--- src/rtl/dense_layer_sequencer.sv ---
// One fully connected layer over a single shared 16x16 signed MAC.
// Each neuron fetches its bias and then N_IN weights, and finalises with ReLU and saturation.
module dense_layer_sequencer #(
  parameter int unsigned N_IN  = 8,
  parameter int unsigned N_OUT = 8,
  parameter int unsigned DW    = 16,
  parameter int unsigned FRAC  = 10,
  parameter int unsigned AW    = 7
) (
  input  logic                  clk,
  input  logic                  reset,
  input  logic                  x_valid,
  output logic                  x_ready,
  input  logic [N_IN*DW-1:0]    x,
  output logic                  w_rd,
  output logic [AW-1:0]         w_addr,
  input  logic [DW-1:0]         w_data,
  output logic                  y_valid,
  input  logic                  y_ready,
  output logic [N_OUT*DW-1:0]   y,
  output logic                  busy
);

  localparam int unsigned LW       = $clog2(N_IN + 1);
  localparam int unsigned NW       = (N_OUT > 1) ? $clog2(N_OUT) : 1;
  localparam int unsigned AccW     = 40;
  localparam int unsigned BiasBase = N_OUT * N_IN;

  typedef enum logic [1:0] {StIdle, StFetch, StDrain, StOut} state_e;

  state_e              state_q, state_d;
  logic                up_q;
  logic [N_IN*DW-1:0]  x_q;
  logic                x_ld;
  // Issue counters: l == 0 addresses the bias, l == i+1 addresses weight i.
  logic [NW-1:0]       n_q, n_d;
  logic [LW-1:0]       l_q, l_d;
  logic                w_rd_q, w_rd_d;
  logic [AW-1:0]       w_addr_q, w_addr_d;
  // Tag of the datum arriving on w_data this cycle.
  logic                t_vld_q;
  logic [NW-1:0]       t_n_q;
  logic [LW-1:0]       t_l_q;
  logic signed [AccW-1:0] acc_q;
  logic [N_OUT*DW-1:0] y_q;

  function automatic logic [AW-1:0] addr_of(input logic [NW-1:0] n, input logic [LW-1:0] l);
    if (l == '0) begin
      return AW'(BiasBase + 32'(n));
    end
    return AW'(32'(n) * N_IN + 32'(l) - 32'd1);
  endfunction

  assign x_ready = (state_q == StIdle) && up_q;
  assign busy    = (state_q != StIdle);
  assign y_valid = (state_q == StOut);
  assign w_rd    = w_rd_q;
  assign w_addr  = w_addr_q;
  assign y       = y_q;

  always_comb begin
    state_d  = state_q;
    n_d      = n_q;
    l_d      = l_q;
    w_rd_d   = 1'b0;
    w_addr_d = w_addr_q;
    x_ld     = 1'b0;
    unique case (state_q)
      StIdle: begin
        if (x_valid && x_ready) begin
          x_ld     = 1'b1;
          n_d      = '0;
          l_d      = '0;
          w_rd_d   = 1'b1;
          w_addr_d = AW'(BiasBase);
          state_d  = StFetch;
        end
      end
      StFetch: begin
        if (l_q == LW'(N_IN)) begin
          if (n_q == NW'(N_OUT - 1)) begin
            state_d = StDrain;
          end else begin
            n_d    = n_q + NW'(1);
            l_d    = '0;
            w_rd_d = 1'b1;
          end
        end else begin
          l_d    = l_q + LW'(1);
          w_rd_d = 1'b1;
        end
        if (w_rd_d) begin
          w_addr_d = addr_of(n_d, l_d);
        end
      end
      StDrain: state_d = StOut;
      StOut: begin
        if (y_ready) begin
          state_d = StIdle;
        end
      end
      default: state_d = StIdle;
    endcase
  end

  always_ff @(posedge clk or posedge reset) begin
    if (reset) begin
      state_q  <= StIdle;
      up_q     <= 1'b0;
      n_q      <= '0;
      l_q      <= '0;
      w_rd_q   <= 1'b0;
      w_addr_q <= '0;
      x_q      <= '0;
    end else begin
      state_q  <= state_d;
      up_q     <= 1'b1;
      n_q      <= n_d;
      l_q      <= l_d;
      w_rd_q   <= w_rd_d;
      w_addr_q <= w_addr_d;
      if (x_ld) begin
        x_q <= x;
      end
    end
  end

  logic [LW-1:0]          lane_idx;
  logic signed [DW-1:0]   w_s;
  logic signed [DW-1:0]   x_lane;
  logic signed [2*DW-1:0] prod;
  logic signed [AccW-1:0] bias_ext;
  logic signed [AccW-1:0] acc_nxt;
  logic signed [AccW-1:0] shifted;
  logic [DW-1:0]          res;

  always_comb begin
    lane_idx = (t_l_q == '0) ? '0 : t_l_q - LW'(1);
    w_s      = w_data;
    x_lane   = x_q[DW*32'(lane_idx) +: DW];
    prod     = w_s * x_lane;
    bias_ext = {{(AccW-DW){w_data[DW-1]}}, w_data} <<< FRAC;
    if (t_l_q == '0) begin
      acc_nxt = bias_ext;
    end else begin
      acc_nxt = acc_q + {{(AccW-2*DW){prod[2*DW-1]}}, prod};
    end
    shifted = acc_nxt >>> FRAC;
    // ReLU absorbs the negative saturation bound.
    if (shifted[AccW-1]) begin
      res = '0;
    end else if (|shifted[AccW-2:DW-1]) begin
      res = {1'b0, {(DW-1){1'b1}}};
    end else begin
      res = shifted[DW-1:0];
    end
  end

  always_ff @(posedge clk or posedge reset) begin
    if (reset) begin
      t_vld_q <= 1'b0;
      t_n_q   <= '0;
      t_l_q   <= '0;
      acc_q   <= '0;
      y_q     <= '0;
    end else begin
      t_vld_q <= w_rd_q;
      t_n_q   <= n_q;
      t_l_q   <= l_q;
      if (t_vld_q) begin
        acc_q <= acc_nxt;
        if (t_l_q == LW'(N_IN)) begin
          y_q[DW*32'(t_n_q) +: DW] <= res;
        end
      end
    end
  end

endmodule

--- config.mk ---
export PLATFORM = sky130hd
export DESIGN_NAME = dense_layer_sequencer
export DESIGN_NICKNAME = d
export VERILOG_FILES = /design/src/rtl/dense_layer_sequencer.sv
export SDC_FILE = /design/constraint.sdc
export NUM_CORES = 2
export LEC_CHECK = 0
export CORE_ASPECT_RATIO = 0.6
export CORE_MARGIN = 8
export CORE_UTILIZATION = 30
export CTS_CLUSTER_SIZE = 8
export DETAILED_ROUTE_END_ITERATION = 8
export GPL_ROUTABILITY_DRIVEN = 0
export SLEW_MARGIN = 20
export SYNTH_ARGS = -nofsm -noshare
export SYNTH_HDL_FRONTEND = slang
export SYNTH_SLANG_ARGS = --single-unit
--- constraint.sdc ---
create_clock -name clk -period 14.6 [get_ports clk]
set_input_delay 2.19 -clock clk [delete_from_list [all_inputs] [get_ports clk]]
set_output_delay 2.19 -clock clk [all_outputs]
set_load 0.03 [all_outputs]
Word-level counts from Yosys, hierarchy flattened
Index checks and enable logic that the tools add are counted.

word-level totals
  output and inout bits = 139
  register bits = 322
  word-level logic and storage cells = 81
  input port bits = 148

cells by class
  shift-type cells = 3
  add/subtract/negate cells = 8
  reduce and logical (&&, ||, !) cells = 12
  multiplexer cells = 34
  multiply operators = 1
  equality and inequality tests = 11

operators by type and width
  cell                                                                        number
  128-bit bitwise mux                                                         1
  16-bit by 34-bit variable shift with 128-bit output (first input constant)  1
  128-bit by 9-bit variable part select with 16-bit output                    1
  16-bit by 34-bit variable part select with 128-bit output                   1
  40-bit adder                                                                1
  40-bit two-way mux                                                          1
  7-bit negator with 34-bit output                                            1
  16-bit by 16-bit multiplier with 32-bit output                              1
  16-bit two-way mux                                                          2
  7-bit two-way mux                                                           4
  4-bit two-way mux                                                           5
  15-bit OR reduction                                                         1
  7-bit case mux with 2 select lines                                          1
  3-bit two-way mux                                                           4
  4-bit equality test (second input constant)                                 2
  4-bit logical NOT                                                           2
  1-bit two-way mux                                                           8
  2-bit two-way mux                                                           4
  2-bit case mux with 4 select lines                                          1
  4-bit case mux with 2 select lines                                          1
  6-bit by 4-bit adder with 7-bit output                                      1
  7-bit by 3-bit adder with 7-bit output (first input constant)               1
  7-bit by 1-bit subtractor with 7-bit output (second input constant)         1
  2-bit != test (second input constant)                                       3
  15 further kinds                                                            20

Logic depth before layout (Yosys ltp)
  depth after elaboration = 11
  depth in mapped cells = 53
  gate-level depth less buffers = 46

Worst setup path before layout
Ideal clock, no wire load.

  path type = flip-flop to flip-flop
  start = register t_l_q[0]
  end = register y_q[38] (netlist: y[38])
  stages on the path, launching flop included = 51
  period minus slack after synthesis = 11733 ps
  path buffers = 8
  data required time = 14463 ps
  arrival = 11596 ps
  slack = 2867 ps
  setup time = 137 ps
  path through = dfrtp_1 > inv_1 > clkbuf_1 > clkbuf_1 > ha_1 > nor2b_1 > nand2b_1 > clkbuf_1 > nand2_1 > clkbuf_1 > clkbuf_1 > nand3_1 > a31oi_1 > nor2_1 > clkbuf_1 > and2_1 > fa_1 > inv_1 > [15 not listed] > o41ai_1 > nor2b_1 > nor2_1 > xnor2_1 > ha_1 > buf_2 > a21o_1 > a31o_1 > a21o_1 > a221o_1 > a21oi_1 > mux2_2 > nor4_1 > nand4b_1 > o22a_2 > buf_6 > nor3b_4 > o21ai_0

between the ends
  cells in the longest elaborated chain, start to end = 11
  elaborated cells on any way between the ends = 14
  classes of those cells = 2 x add/sub; 1 x mul; 1 x eq/ne; 2 x shift; 5 x mux; 3 x reduce/logical

ends and longest elaborated chain
  item                                                                              line      RTL
  start: declaration                                                                43        logic [LW-1:0] t_l_q;
  start signal: assignment                                                          169       t_l_q <= l_q;
  4-bit by 1-bit subtractor with 4-bit output or 4-bit logical NOT (tied branches)  138, 143
  4-bit two-way mux                                                                 138       lane_idx = (t_l_q == '0) ? '0 : t_l_q - LW'(1);
  128-bit by 9-bit variable part select with 16-bit output                          140       x_lane = x_q[DW*32'(lane_idx) +: DW];
  16-bit by 16-bit multiplier with 32-bit output                                    141       prod = w_s * x_lane;
  40-bit adder                                                                      146       acc_nxt = acc_q + {{(AccW-2*DW){prod[2*DW-1]}}, prod};
  40-bit two-way mux                                                                143       if (t_l_q == '0) begin
  15-bit OR reduction                                                               152       end else if (|shifted[AccW-2:DW-1]) begin
  16-bit two-way mux                                                                152
  16-bit two-way mux                                                                150       if (shifted[AccW-1]) begin
  16-bit by 34-bit variable part select with 128-bit output                         173       y_q[DW*32'(t_n_q) +: DW] <= res;
  128-bit bitwise mux                                                               173
  end signal: indexed assignment                                                    173
  end: declaration                                                                  45        logic [N_OUT*DW-1:0] y_q;

Parallel ways exist; a longest one is shown, timed or not.
A chain may end at the register's enable or synchronous reset.

Worst setup path after layout
  start = register t_l_q[0]
  end = register y_q[5] (netlist: y[5])

Same word-level chain as after synthesis.

==> insert_results.sql <==
INSERT INTO impl_metrics (metric_group, metric, value, unit) VALUES
('critical_path', 'worst_ep_arrival_time', '13.87', 'ns'),
('timing', 'timing.final.crit_period', '13.45', 'ns'),
('logic_synthesis', 'synth_enable_flop_cells', '0', ''),
('global_route', 'antenna_found_initial', '11', ''),
('cts', 'clk_root_buffer_cell', 'sky130_fd_sc_hd__clkbuf_16', ''),
('cts', 'tritoncts', 'built', ''),
('cts', 'postCtsHoldBufs', '0', ''),
('critical_path', 'worst_path_largest_cell_delay', '0.80', 'ns'),
('power_and_ir_drop', 'irDropWorstVdd', '0.06770', 'mV'),
('cts', 'post-cts-setup-buffers', '0', ''),
('finish', 'layoutNonFillerInstCount', '4058', ''),
('critical_path', 'crit_path_start_kind', 'register', ''),
('outcome', 'run_status', 'finished clean', ''),
('timing', 'worst_pin_slew', '1.029', 'ns'),
('detailed_routing', 'drt_pass1_iterations', '5', ''),
('place', 'detailedPlacementHpwl', '60520', 'um'),
('logic_synthesis', 'yosys_warnings', '0', ''),
('floorplanning', 'core', '0.08578', 'mm^2'),
('detailed_routing', 'drt_first_iter_violations', '1584', ''),
('place', 'portBuffers', '286', ''),
('power_and_ir_drop', 'power.density', '67.67', 'mW/mm^2'),
('finish', 'finalNetCount', '3448', ''),
('logic_synthesis', 'synth_area_leader_cell', 'sky130_fd_sc_hd__dfrtp_1', ''),
('detailed_routing', 'drt-vias-per-instance', '4.870', ''),
('timing', 'setup-violations-final', '0', ''),
('global_route', 'grt_util_all_layers', '15.65', '%'),
('logic_synthesis', 'synthArstFlopShare', '100.0', '%'),
('timing', 'final_min_period_over_clock_period', '92.12', '%'),
('cts', 'cts.htree.levels', '2', ''),
('floorplanning', 'die_h', '244.4', 'um'),
('critical_path', 'crit_slowest_cell', 'sky130_fd_sc_hd__o41ai_1', ''),
('critical_path', 'critPathMostFrequentCell', 'sky130_fd_sc_hd__fa_1', ''),
('place', 'post-place-ws', '1.286', 'ns'),
('detailed_routing', 'ant_nets', '0', ''),
('logic_synthesis', 'dominantRegCellSynth', 'sky130_fd_sc_hd__dfrtp_1', ''),
('critical_path', 'cp_top_family', 'compound AO/OA/AOI/OAI gates', ''),
('timing', 'final.setup.tns', '0', 'ns'),
('timing', 'final_hold_viol_count', '0', ''),
('critical_path', 'timing.critical_path.fanout_max', '44', ''),
('timing', 'fin_skew', '0.05875', 'ns'),
('global_route', 'largest_net_degree_at_the_start_of_global_routing', '136', ''),
('floorplanning', 'die_outline_width', '396.6', 'um'),
('logic_synthesis', 'yosys-top-cells-area', 'sky130_fd_sc_hd__dfrtp_1, sky130_fd_sc_hd__fa_1, sky130_fd_sc_hd__ha_1', ''),
('critical_path', 'buffers_plus_inverters_on_the_worst_setup_path', '6', ''),
('timing', 'setup_ws', '1.151', 'ns'),
('cts', 'clock_sink_count', '322', ''),
('cts', 'clkLatencyLatePin', '0.62', 'ns'),
('logic_synthesis', 'yosysMostFrequentCell', 'sky130_fd_sc_hd__nand2_1', ''),
('place', 'post-place-cells', '3993', ''),
('floorplanning', 'die-area', '0.09691', 'mm^2'),
('cts', 'cts_resized', '0', ''),
('place', 'dpl-instance-area', '0.03016', 'mm^2'),
('power_and_ir_drop', 'total_leakage_power', '15.17', 'nW'),
('detailed_routing', 'vias', '19760', ''),
('logic_synthesis', 'syn-instance-count', '2640', ''),
('job', 'drv.max_cap_violation_count', '0', ''),
('hold_path', 'timing.hold.worst.class', 'reg -> reg', ''),
('logic_synthesis', 'synth.top_cells.by_count', 'sky130_fd_sc_hd__nand2_1, sky130_fd_sc_hd__inv_1, sky130_fd_sc_hd__dfrtp_1', ''),
('finish', 'drive_above_1_share', '10.53', '%'),
('finish', 'final.fill_count', '8662', ''),
('global_route', 'vias_in_the_first_global_route', '20100', ''),
('finish', 'multiInputGateArea', '0.01629', 'mm^2'),
('detailed_routing', 'drt-wirelength-per-cell', '18.95', 'um'),
('floorplanning', 'start_util', '30.40', '%'),
('timing', 'max_clock_freq', '0.07436', 'GHz'),
('critical_path', 'worst_setup_path_end_kind', 'register', ''),
('timing', 'grt_setup_unrepaired', 'false', ''),
('floorplanning', 'boundaryPins', '287', ''),
('logic_synthesis', 'synth_sequential_area_ratio', '30.90', '%'),
('cts', 'cts-buffers-inserted', '48', ''),
('timing', 'maxSlewHeadroom', '31.17', '%');
-- worst reg2reg max path, delay by kind of cell (launching register included) --
kind            cells  cell delay, ns
buf+inv             6            1.15
flops               1            0.39
simple gates       11            2.88
compound gates     15            4.40
fa+ha+maj           9            4.05
mux                 1            0.39
-- cell families (layout without fill, tap and decap cells) --
| family | after synthesis | count (layout) | share of synthesized area [%] |
|---|---|---|---|
| other | 1 | 6 | 0.01438 |
| muxes | 148 | 148 | 6.531 |
| DFF | 322 | 322 | 30.90 |
| xor gates and xnor gates | 71 | 71 | 2.385 |
| and+or+nand+nor | 787 | 787 | 15.09 |
| adders and majority gates | 404 | 404 | 26.99 |
| buffers and inverters | 453 | 719 | 6.718 |
| AOI/OAI and AO/OA | 454 | 454 | 11.37 |
-- cell type report --
class                   instances  share of cell area (%)
well taps                    1147                   4.548
flip-flops and latches        322                   25.54
inverters                     343                   4.104
diodes                          5                 0.03965
repair buffers                316                   9.785
clock buffers                  53                   3.997
multi-input cells            1865                   51.63
clock inverters                 7                  0.3608
-- through the flow --
stage | power [W] | utilization (%) | hold WS (ns)
final | 0.002136 | 36.79 | 0.4005
after floorplan | 0.001005 | - | 0.3944
after global routing | 0.002217 | 36.78 | 0.4165
after CTS | 0.002167 | 36.77 | 0.4209
after global placement | 0.001101 | 35.16 | 0.4087
after detailed placement | 0.001101 | 35.16 | 0.4094
-- metal layers --
metal,vias to the layer above,part of all wire (%),global-route usage [%]
li1,9191,-,-
met1,9890,49,23.88
met2,582,42,22.31
met3,94,7.5,3.916
met4,6,1.5,2.823
met5,-,0.047,0
-- sequential cells by signal, summed over array words and instances (netlist names) --
signal / flops
acc_q: 40
l_q: 4
n_q: 3
state_q: 2
t_l_q: 4
t_n_q: 3
t_vld_q: 1
up_q: 1
w_addr: 7
w_rd: 1
x_q: 128
y: 128
-- power by group --
part	internal, W	switching, W	total (W)
Clock	0.000639	0.000411	0.00105
Sequential	0.000909	0.00000940	0.000919
Combinational	0.0000713	0.0000959	0.000167
Total	0.00162	0.000516	0.00214
-- cell usage in the layout (no fill, tap or decap), types with 30 or more instances in the layout --
cell / n
sky130_fd_sc_hd__clkdlybuf4s50_1: 286
sky130_fd_sc_hd__o21ai_0: 99
sky130_fd_sc_hd__nand2_1: 361
sky130_fd_sc_hd__clkbuf_16: 49
sky130_fd_sc_hd__ha_1: 140
sky130_fd_sc_hd__a21oi_1: 91
sky130_fd_sc_hd__mux2_2: 137
sky130_fd_sc_hd__inv_1: 342
sky130_fd_sc_hd__dfrtp_1: 321
sky130_fd_sc_hd__nor3_1: 34
sky130_fd_sc_hd__nor2_1: 102
sky130_fd_sc_hd__and2_1: 137
sky130_fd_sc_hd__xnor2_1: 49
sky130_fd_sc_hd__fa_1: 264
sky130_fd_sc_hd__buf_4: 30
sky130_fd_sc_hd__a21o_1: 37
sky130_fd_sc_hd__nand3_1: 48
sky130_fd_sc_hd__o21ai_1: 60
-- final timing paths --
check                      slack, ns  cells after the start                from                   to
setup / recovery                1.15                     42  t_l_q[0]$_DFF_PP0_     y[5]$_DFFE_PP0P_
hold / removal                  0.40                      0      w_rd$_DFF_PP0_    t_vld_q$_DFF_PP0_
setup reg to reg                1.15                     42  t_l_q[0]$_DFF_PP0_     y[5]$_DFFE_PP0P_
hold reg to reg                 0.40                      0      w_rd$_DFF_PP0_    t_vld_q$_DFF_PP0_
max in group asynchronous      10.03                      4               reset  x_q[23]$_DFFE_PP0P_
min in group asynchronous       2.24                      2               reset    y[77]$_DFFE_PP0P_
Note: power is estimated with default switching activity, not from simulation.
